$ cat src/rtl/result_flags_register_if.sv
// Control class package and flag-register bus for cpu32e2.
// Member names follow the controller/datapath signal names.
package resultFlagsGroup;
  typedef enum logic [2:0] {
    NO_OP,
    LOAD_ARITH,
    LOAD_ARITH_O,
    LOAD_LOGIC,
    LOAD_MULT,
    LOAD_SHIFT
  } controlBus;
endpackage

interface result_flags_register_if #(
  parameter int DATA_WIDTH = 32
);
  import resultFlagsGroup::*;

  logic                    enable;
  controlBus               resultFlagsControl;
  logic [DATA_WIDTH-1:0]   alu_result;
  logic                    alu_carry;
  logic                    alu_overflow;
  logic [DATA_WIDTH-1:0]   shift_result;
  logic                    shift_carry;
  logic                    shift_zero_count;
  logic [2*DATA_WIDTH-1:0] mult_result;
  logic                    mult_overflow;
  logic                    mult_valid;
  logic                    flags_save;
  logic                    flags_restore;
  logic                    flags_write;
  logic [3:0]              flags_wdata;
  logic [3:0]              flags;
  logic [3:0]              shadow_flags;
  logic                    busy;

  modport master (
    output enable, resultFlagsControl,
    output alu_result, alu_carry, alu_overflow,
    output shift_result, shift_carry, shift_zero_count,
    output mult_result, mult_overflow, mult_valid,
    output flags_save, flags_restore,
    output flags_write, flags_wdata,
    input  flags, shadow_flags, busy
  );

  modport slave (
    input  enable, resultFlagsControl,
    input  alu_result, alu_carry, alu_overflow,
    input  shift_result, shift_carry, shift_zero_count,
    input  mult_result, mult_overflow, mult_valid,
    input  flags_save, flags_restore,
    input  flags_write, flags_wdata,
    output flags, shadow_flags, busy
  );
endinterface

$ cat src/rtl/result_flags_register.sv
// Architectural N/Z/O/C flags with multiply wait,
// interrupt shadow copy and software write path.
module result_flags_register
  import resultFlagsGroup::*;
#(
  parameter int DATA_WIDTH = 32
) (
  input logic clk,
  input logic reset,
  result_flags_register_if.slave bus
);

  typedef enum logic {
    IDLE,
    WAIT_MULT
  } state_t;

  state_t     state_q, state_d;
  logic [3:0] flags_q, flags_d;
  logic [3:0] shadow_q, shadow_d;
  logic [3:0] cls_flags;

  logic alu_z, alu_n;
  logic sh_z, sh_n;
  logic mu_z, mu_n;
  logic accept, mult_go, mult_cap;
  logic in_wait;

  assign alu_z = ~|bus.alu_result;
  assign alu_n = bus.alu_result[DATA_WIDTH-1];
  assign sh_z  = ~|bus.shift_result;
  assign sh_n  = bus.shift_result[DATA_WIDTH-1];
  assign mu_z  = ~|bus.mult_result;
  assign mu_n  = bus.mult_result[2*DATA_WIDTH-1];

  assign in_wait = (state_q == WAIT_MULT);
  assign accept  = bus.enable & ~in_wait
                 & (bus.resultFlagsControl != NO_OP);
  assign mult_go = accept
                 & (bus.resultFlagsControl == LOAD_MULT);
  // A product either completes a pending wait or
  // lands in the same cycle the class is accepted.
  assign mult_cap = bus.mult_valid & (in_wait | mult_go);

  always_comb begin
    cls_flags = flags_q;
    unique case (1'b1)
      (bus.resultFlagsControl == LOAD_ARITH):
        cls_flags = {alu_n, alu_z,
                     flags_q[1], bus.alu_carry};
      (bus.resultFlagsControl == LOAD_ARITH_O):
        cls_flags = {alu_n, alu_z,
                     bus.alu_overflow, bus.alu_carry};
      (bus.resultFlagsControl == LOAD_LOGIC):
        cls_flags = {alu_n, alu_z, 2'b00};
      (bus.resultFlagsControl == LOAD_SHIFT):
        if (!bus.shift_zero_count)
          cls_flags = {sh_n, sh_z,
                       flags_q[1], bus.shift_carry};
      default: cls_flags = flags_q;
    endcase
  end

  always_comb begin
    flags_d = flags_q;
    if (bus.flags_restore)
      flags_d = shadow_q;
    else if (bus.flags_write)
      flags_d = bus.flags_wdata;
    else if (mult_cap)
      flags_d = {mu_n, mu_z,
                 bus.mult_overflow, bus.mult_overflow};
    else if (accept && !mult_go)
      flags_d = cls_flags;
  end

  always_comb begin
    shadow_d = shadow_q;
    if (bus.flags_save)
      shadow_d = flags_q;
  end

  always_comb begin
    state_d = state_q;
    if (bus.flags_restore || bus.flags_write)
      state_d = IDLE;
    else if (in_wait && bus.mult_valid)
      state_d = IDLE;
    else if (mult_go && !bus.mult_valid)
      state_d = WAIT_MULT;
  end

  always_ff @(posedge clk) begin
    if (!reset) begin
      state_q  <= IDLE;
      flags_q  <= 4'b0000;
      shadow_q <= 4'b0000;
    end else begin
      state_q  <= state_d;
      flags_q  <= flags_d;
      shadow_q <= shadow_d;
    end
  end

  assign bus.flags        = flags_q;
  assign bus.shadow_flags = shadow_q;
  assign bus.busy         = in_wait;

endmodule

$ cat src/flat_wrapper.sv
// flat-port wrapper written by rule: the top's interface ports become plain ports
module result_flags_register_flat import resultFlagsGroup::*;
#(
  parameter int DATA_WIDTH = 32
)
  (clk, reset, bus_enable, bus_resultFlagsControl, bus_alu_result, bus_alu_carry, bus_alu_overflow, bus_shift_result, bus_shift_carry, bus_shift_zero_count, bus_mult_result, bus_mult_overflow, bus_mult_valid, bus_flags_save, bus_flags_restore, bus_flags_write, bus_flags_wdata, bus_flags, bus_shadow_flags, bus_busy);
  result_flags_register_if #(.DATA_WIDTH(DATA_WIDTH)) bus_i ();
  input logic clk;
  input logic reset;
  input wire logic [$bits(bus_i.enable)-1:0] bus_enable;
  input wire logic [$bits(bus_i.resultFlagsControl)-1:0] bus_resultFlagsControl;
  input wire logic [$bits(bus_i.alu_result)-1:0] bus_alu_result;
  input wire logic [$bits(bus_i.alu_carry)-1:0] bus_alu_carry;
  input wire logic [$bits(bus_i.alu_overflow)-1:0] bus_alu_overflow;
  input wire logic [$bits(bus_i.shift_result)-1:0] bus_shift_result;
  input wire logic [$bits(bus_i.shift_carry)-1:0] bus_shift_carry;
  input wire logic [$bits(bus_i.shift_zero_count)-1:0] bus_shift_zero_count;
  input wire logic [$bits(bus_i.mult_result)-1:0] bus_mult_result;
  input wire logic [$bits(bus_i.mult_overflow)-1:0] bus_mult_overflow;
  input wire logic [$bits(bus_i.mult_valid)-1:0] bus_mult_valid;
  input wire logic [$bits(bus_i.flags_save)-1:0] bus_flags_save;
  input wire logic [$bits(bus_i.flags_restore)-1:0] bus_flags_restore;
  input wire logic [$bits(bus_i.flags_write)-1:0] bus_flags_write;
  input wire logic [$bits(bus_i.flags_wdata)-1:0] bus_flags_wdata;
  output wire logic [$bits(bus_i.flags)-1:0] bus_flags;
  output wire logic [$bits(bus_i.shadow_flags)-1:0] bus_shadow_flags;
  output wire logic [$bits(bus_i.busy)-1:0] bus_busy;
  assign bus_i.enable = bus_enable;
  assign bus_i.resultFlagsControl = bus_resultFlagsControl;
  assign bus_i.alu_result = bus_alu_result;
  assign bus_i.alu_carry = bus_alu_carry;
  assign bus_i.alu_overflow = bus_alu_overflow;
  assign bus_i.shift_result = bus_shift_result;
  assign bus_i.shift_carry = bus_shift_carry;
  assign bus_i.shift_zero_count = bus_shift_zero_count;
  assign bus_i.mult_result = bus_mult_result;
  assign bus_i.mult_overflow = bus_mult_overflow;
  assign bus_i.mult_valid = bus_mult_valid;
  assign bus_i.flags_save = bus_flags_save;
  assign bus_i.flags_restore = bus_flags_restore;
  assign bus_i.flags_write = bus_flags_write;
  assign bus_i.flags_wdata = bus_flags_wdata;
  assign bus_flags = bus_i.flags;
  assign bus_shadow_flags = bus_i.shadow_flags;
  assign bus_busy = bus_i.busy;
  result_flags_register #(.DATA_WIDTH(DATA_WIDTH)) u_core (.clk(clk), .reset(reset), .bus(bus_i));
endmodule
$ cat config.mk
export PLATFORM = sky130hd
export DESIGN_NAME = result_flags_register_flat
export DESIGN_NICKNAME = d
export VERILOG_FILES = /design/src/rtl/result_flags_register_if.sv /design/src/rtl/result_flags_register.sv /design/src/flat_wrapper.sv
export SDC_FILE = /design/constraint.sdc
export NUM_CORES = 1
export LEC_CHECK = 0
export ABC_AREA = 1
export ABC_CLOCK_PERIOD_IN_PS = 1700
export CAP_MARGIN = 20
export CORE_MARGIN = 5
export CORE_UTILIZATION = 26
export CTS_CLUSTER_DIAMETER = 120
export CTS_CLUSTER_SIZE = 10
export DETAILED_ROUTE_END_ITERATION = 12
export PLACE_DENSITY = 0.95
export SLEW_MARGIN = 40
export SYNTH_ARGS = -nofsm -noshare
export SYNTH_HDL_FRONTEND = slang
export SYNTH_SLANG_ARGS = --single-unit
$ cat constraint.sdc
create_clock -name clk -period 1.7 [get_ports clk]
set_input_delay 0.34 -clock clk [delete_from_list [all_inputs] [get_ports clk]]
set_output_delay 0.34 -clock clk [all_outputs]
set_load 0.02 [all_outputs]
==> flow_summary.json <==
{
  "status": "finished, final reports clean",
  "synth_cell_types": 23,
  "die_w_um": 74.33,
  "ant_nets": 0,
  "clockBufferDepth": 2,
  "area_delta_synth_final_pct": 159.5,
  "drtIter0Drc": 65,
  "placed_area_um2": 2735,
  "diodes": 0,
  "grt_pass1_wl_um": 7859,
  "layout_min_cycle_time_ns": 1.557,
  "final_core_util_pct": 69.82,
  "muxShareOfSynthArea_pct": 0,
  "syn-cell-area_um2": 1076,
  "gp_congestion": 0.7850,
  "cp-end-kind": "flop",
  "path_clk_slew_ns": 0.05,
  "regArea_um2": 180.2,
  "worstHoldPathType": "reg2reg",
  "finalHoldViolCount": 0,
  "wl_um": 5314,
  "power_density_nw_per_um2": 368.8,
  "drv_cap": 0,
  "fillCellCount": 321,
  "grt_antenna_before_repair": 0,
  "synth-compound-area-share_pct": 8.605,
  "yosys.area_share.simple_pct": 70.00,
  "yosysMostFrequentCell": "nor2_1",
  "design_area_um2": 2793,
  "core_area_um2": 4000,
  "cts_tree": "yes",
  "synthTopCellsByCount": "nor2_1 (95), nand2_1 (55), dfxtp_1 (9), inv_1 (9), nand3_1 (8)",
  "first_pass_iters": 4,
  "total_power_mw": 1.030,
  "fp.dieArea_um2": 5525,
  "synthArstFlopShare_pct": 0,
  "fin_skew_ns": 0.001866,
  "cp_cell_sequence": "clkdlybuf4s50_1 > inv_2 > nor2_2 > nand2_2 > nand2_2 > nand2_4 > nand3_2 > nand3_4 > nor2_2 > nand2_1 > a21oi_2",
  "yosysSeqAreaShare_pct": 16.74,
  "synth_nets": 362,
  "whs_path_depth": 2,
  "cts_sinks": 9,
  "dp_cells": 426,
  "final.setup.worst_slack_ns": 0.1428,
  "grt_max_degree": 10,
  "die_h_um": 74.33,
  "total_leakage_power_nw": 1.143,
  "tns_ns": 0,
  "drv_slew": 0,
  "final_cells": 431,
  "worst_path_max_delay_cell": "clkdlybuf4s50_1",
  "synth_fa_ha_area_share_pct": 0,
  "drive_above_1_share_pct": 7.612,
  "synthCells": 215,
  "ir_worst_vdd_mv": 0.2183,
  "cp_max_fo": 5,
  "synth_top_family_by_area": "simple AND/OR/NAND/NOR gates",
  "reg2regPathDepth": 10,
  "path_depth": 11,
  "num_io_pins": 156,
  "htree_levels": 1,
  "io_buffers": 155,
  "synth_xor_area_share_pct": 0,
  "clk_latency_ns": 0.23,
  "fin_nets": 529,
  "wl_per_cell_um": 12.33,
  "criticalPathCategory": "in2reg",
  "fin_worst_hold_slack_ns": 0.4913,
  "slew_headroom_pct": 84.30,
  "post-route-period-util_pct": 91.60,
  "synth_top_area_share_pct": 33.14,
  "yosysTopAreaCell": "nor2_1",
  "cp.buffers_inverters": 2,
  "ys.flop_type": "dfxtp_1",
  "multiInputGateArea_um2": 855.8,
  "drc": 0,
  "rsz0062_at_grt": "no",
  "finalSetupViolations": 0,
  "syn_avg_cell_area_um2": 5.005,
  "crit_family": "simple AND/OR/NAND/NOR gates",
  "max_stage_delay_ns": 0.49,
  "timing.fmax_mhz": 642.2,
  "worstMarginPinSlew_ns": 0.2348,
  "core.rowCount": 23,
  "grt_remaining_overflow": 0,
  "routed-via-count": 1933,
  "yosysWarningCount": 0,
  "post-place-ws_ns": -0.1235,
  "synth.ff_latch_count": 9,
  "cts_buffers": 3,
  "grt_usage_pct": 18.53,
  "start_util_pct": 26.90,
  "cp-start-kind": "input port",
  "cts_root_buf": "clkbuf_8",
  "grt_pass1_vias": 1951,
  "viasPerCell": 4.485,
  "critPathRequiredTime_ns": 1.87,
  "hpwlAfterDp_um": 4888,
  "synthTopCellsByArea": "nor2_1 (33%), nand2_1 (19%), dfxtp_1 (17%)",
  "arrival_ns": 1.73,
  "synth_edf_count": 0
}
worst register-to-register path, stage by stage (launching register included):
cell      delay, ns
dfxtp_1        0.30
inv_1          0.08
nand2_2        0.10
nand2_4        0.11
clkinv_2       0.07
nand2_1        0.08
nand2_1        0.06
nand2_1        0.05
nand3_1        0.06
nand2_1        0.08
a21oi_2        0.05
power by group:
part           switching (mW)  internal, mW
combinational           0.164         0.377
sequential             0.0107         0.227
clock                  0.0871         0.164
routing by layer:
metal / share of wire, % / global-route usage (%) / vias up
met1: 34 / 18.06 / 815
met2: 51 / 36.61 / 99
met4: 2.1 / 5.929 / 0
met5: 0 / 0 / -
li1: - / - / 1006
met3: 12 / 5.811 / 13
cells in the final DEF, fill, tap and decap left out, drive strengths merged:
cell type      instances
a21oi                  8
a31oi                  1
and3                   1
buf                    6
clkbuf                 4
clkdlybuf4s50        154
clkinv                 1
dfxtp                  9
dlymetal6s2s           1
inv                   12
nand2                 61
nand3                 10
nand4                  6
nor2                  98
o21a                   1
o21ai                  7
or2                    1
cells by family after synthesis:
kind of cell    after synthesis
compound gates               17
buf+inv                      13
flops                         9
simple gates                176
final cells by class:
class	count	share of cell area, %
timing repair buffer	161	57.26
multi-input combinational	194	30.65
sequential	9	6.452
tap	50	2.240
inverter	13	1.792
clock buffer	4	1.613
path summary, 6_finish.rpt:
| path | from | end | slack [ns] |
|---|---|---|---|
| setup / recovery | bus_resultFlagsControl[2] | u_core.bus.flags[2] | 0.14 |
| setup reg to reg | u_core.bus.busy | u_core.bus.flags[1] | 0.54 |
| hold reg to reg | u_core.bus.flags[0] | u_core.bus.shadow_flags[0] | 0.49 |
| hold / removal | u_core.bus.flags[0] | u_core.bus.shadow_flags[0] | 0.49 |
registers in the layout, indices dropped and copies added (netlist names):
register	count
u_core.bus.shadow_flags	4
u_core.bus.busy	1
u_core.bus.flags	4
timing repair:
action	in CTS	in global routing
setup buffers	0	0
resized for setup	0	2
endpoints found under the setup margin	0	1
hold buffers	0	0
(Power assumes the default switching activity.)
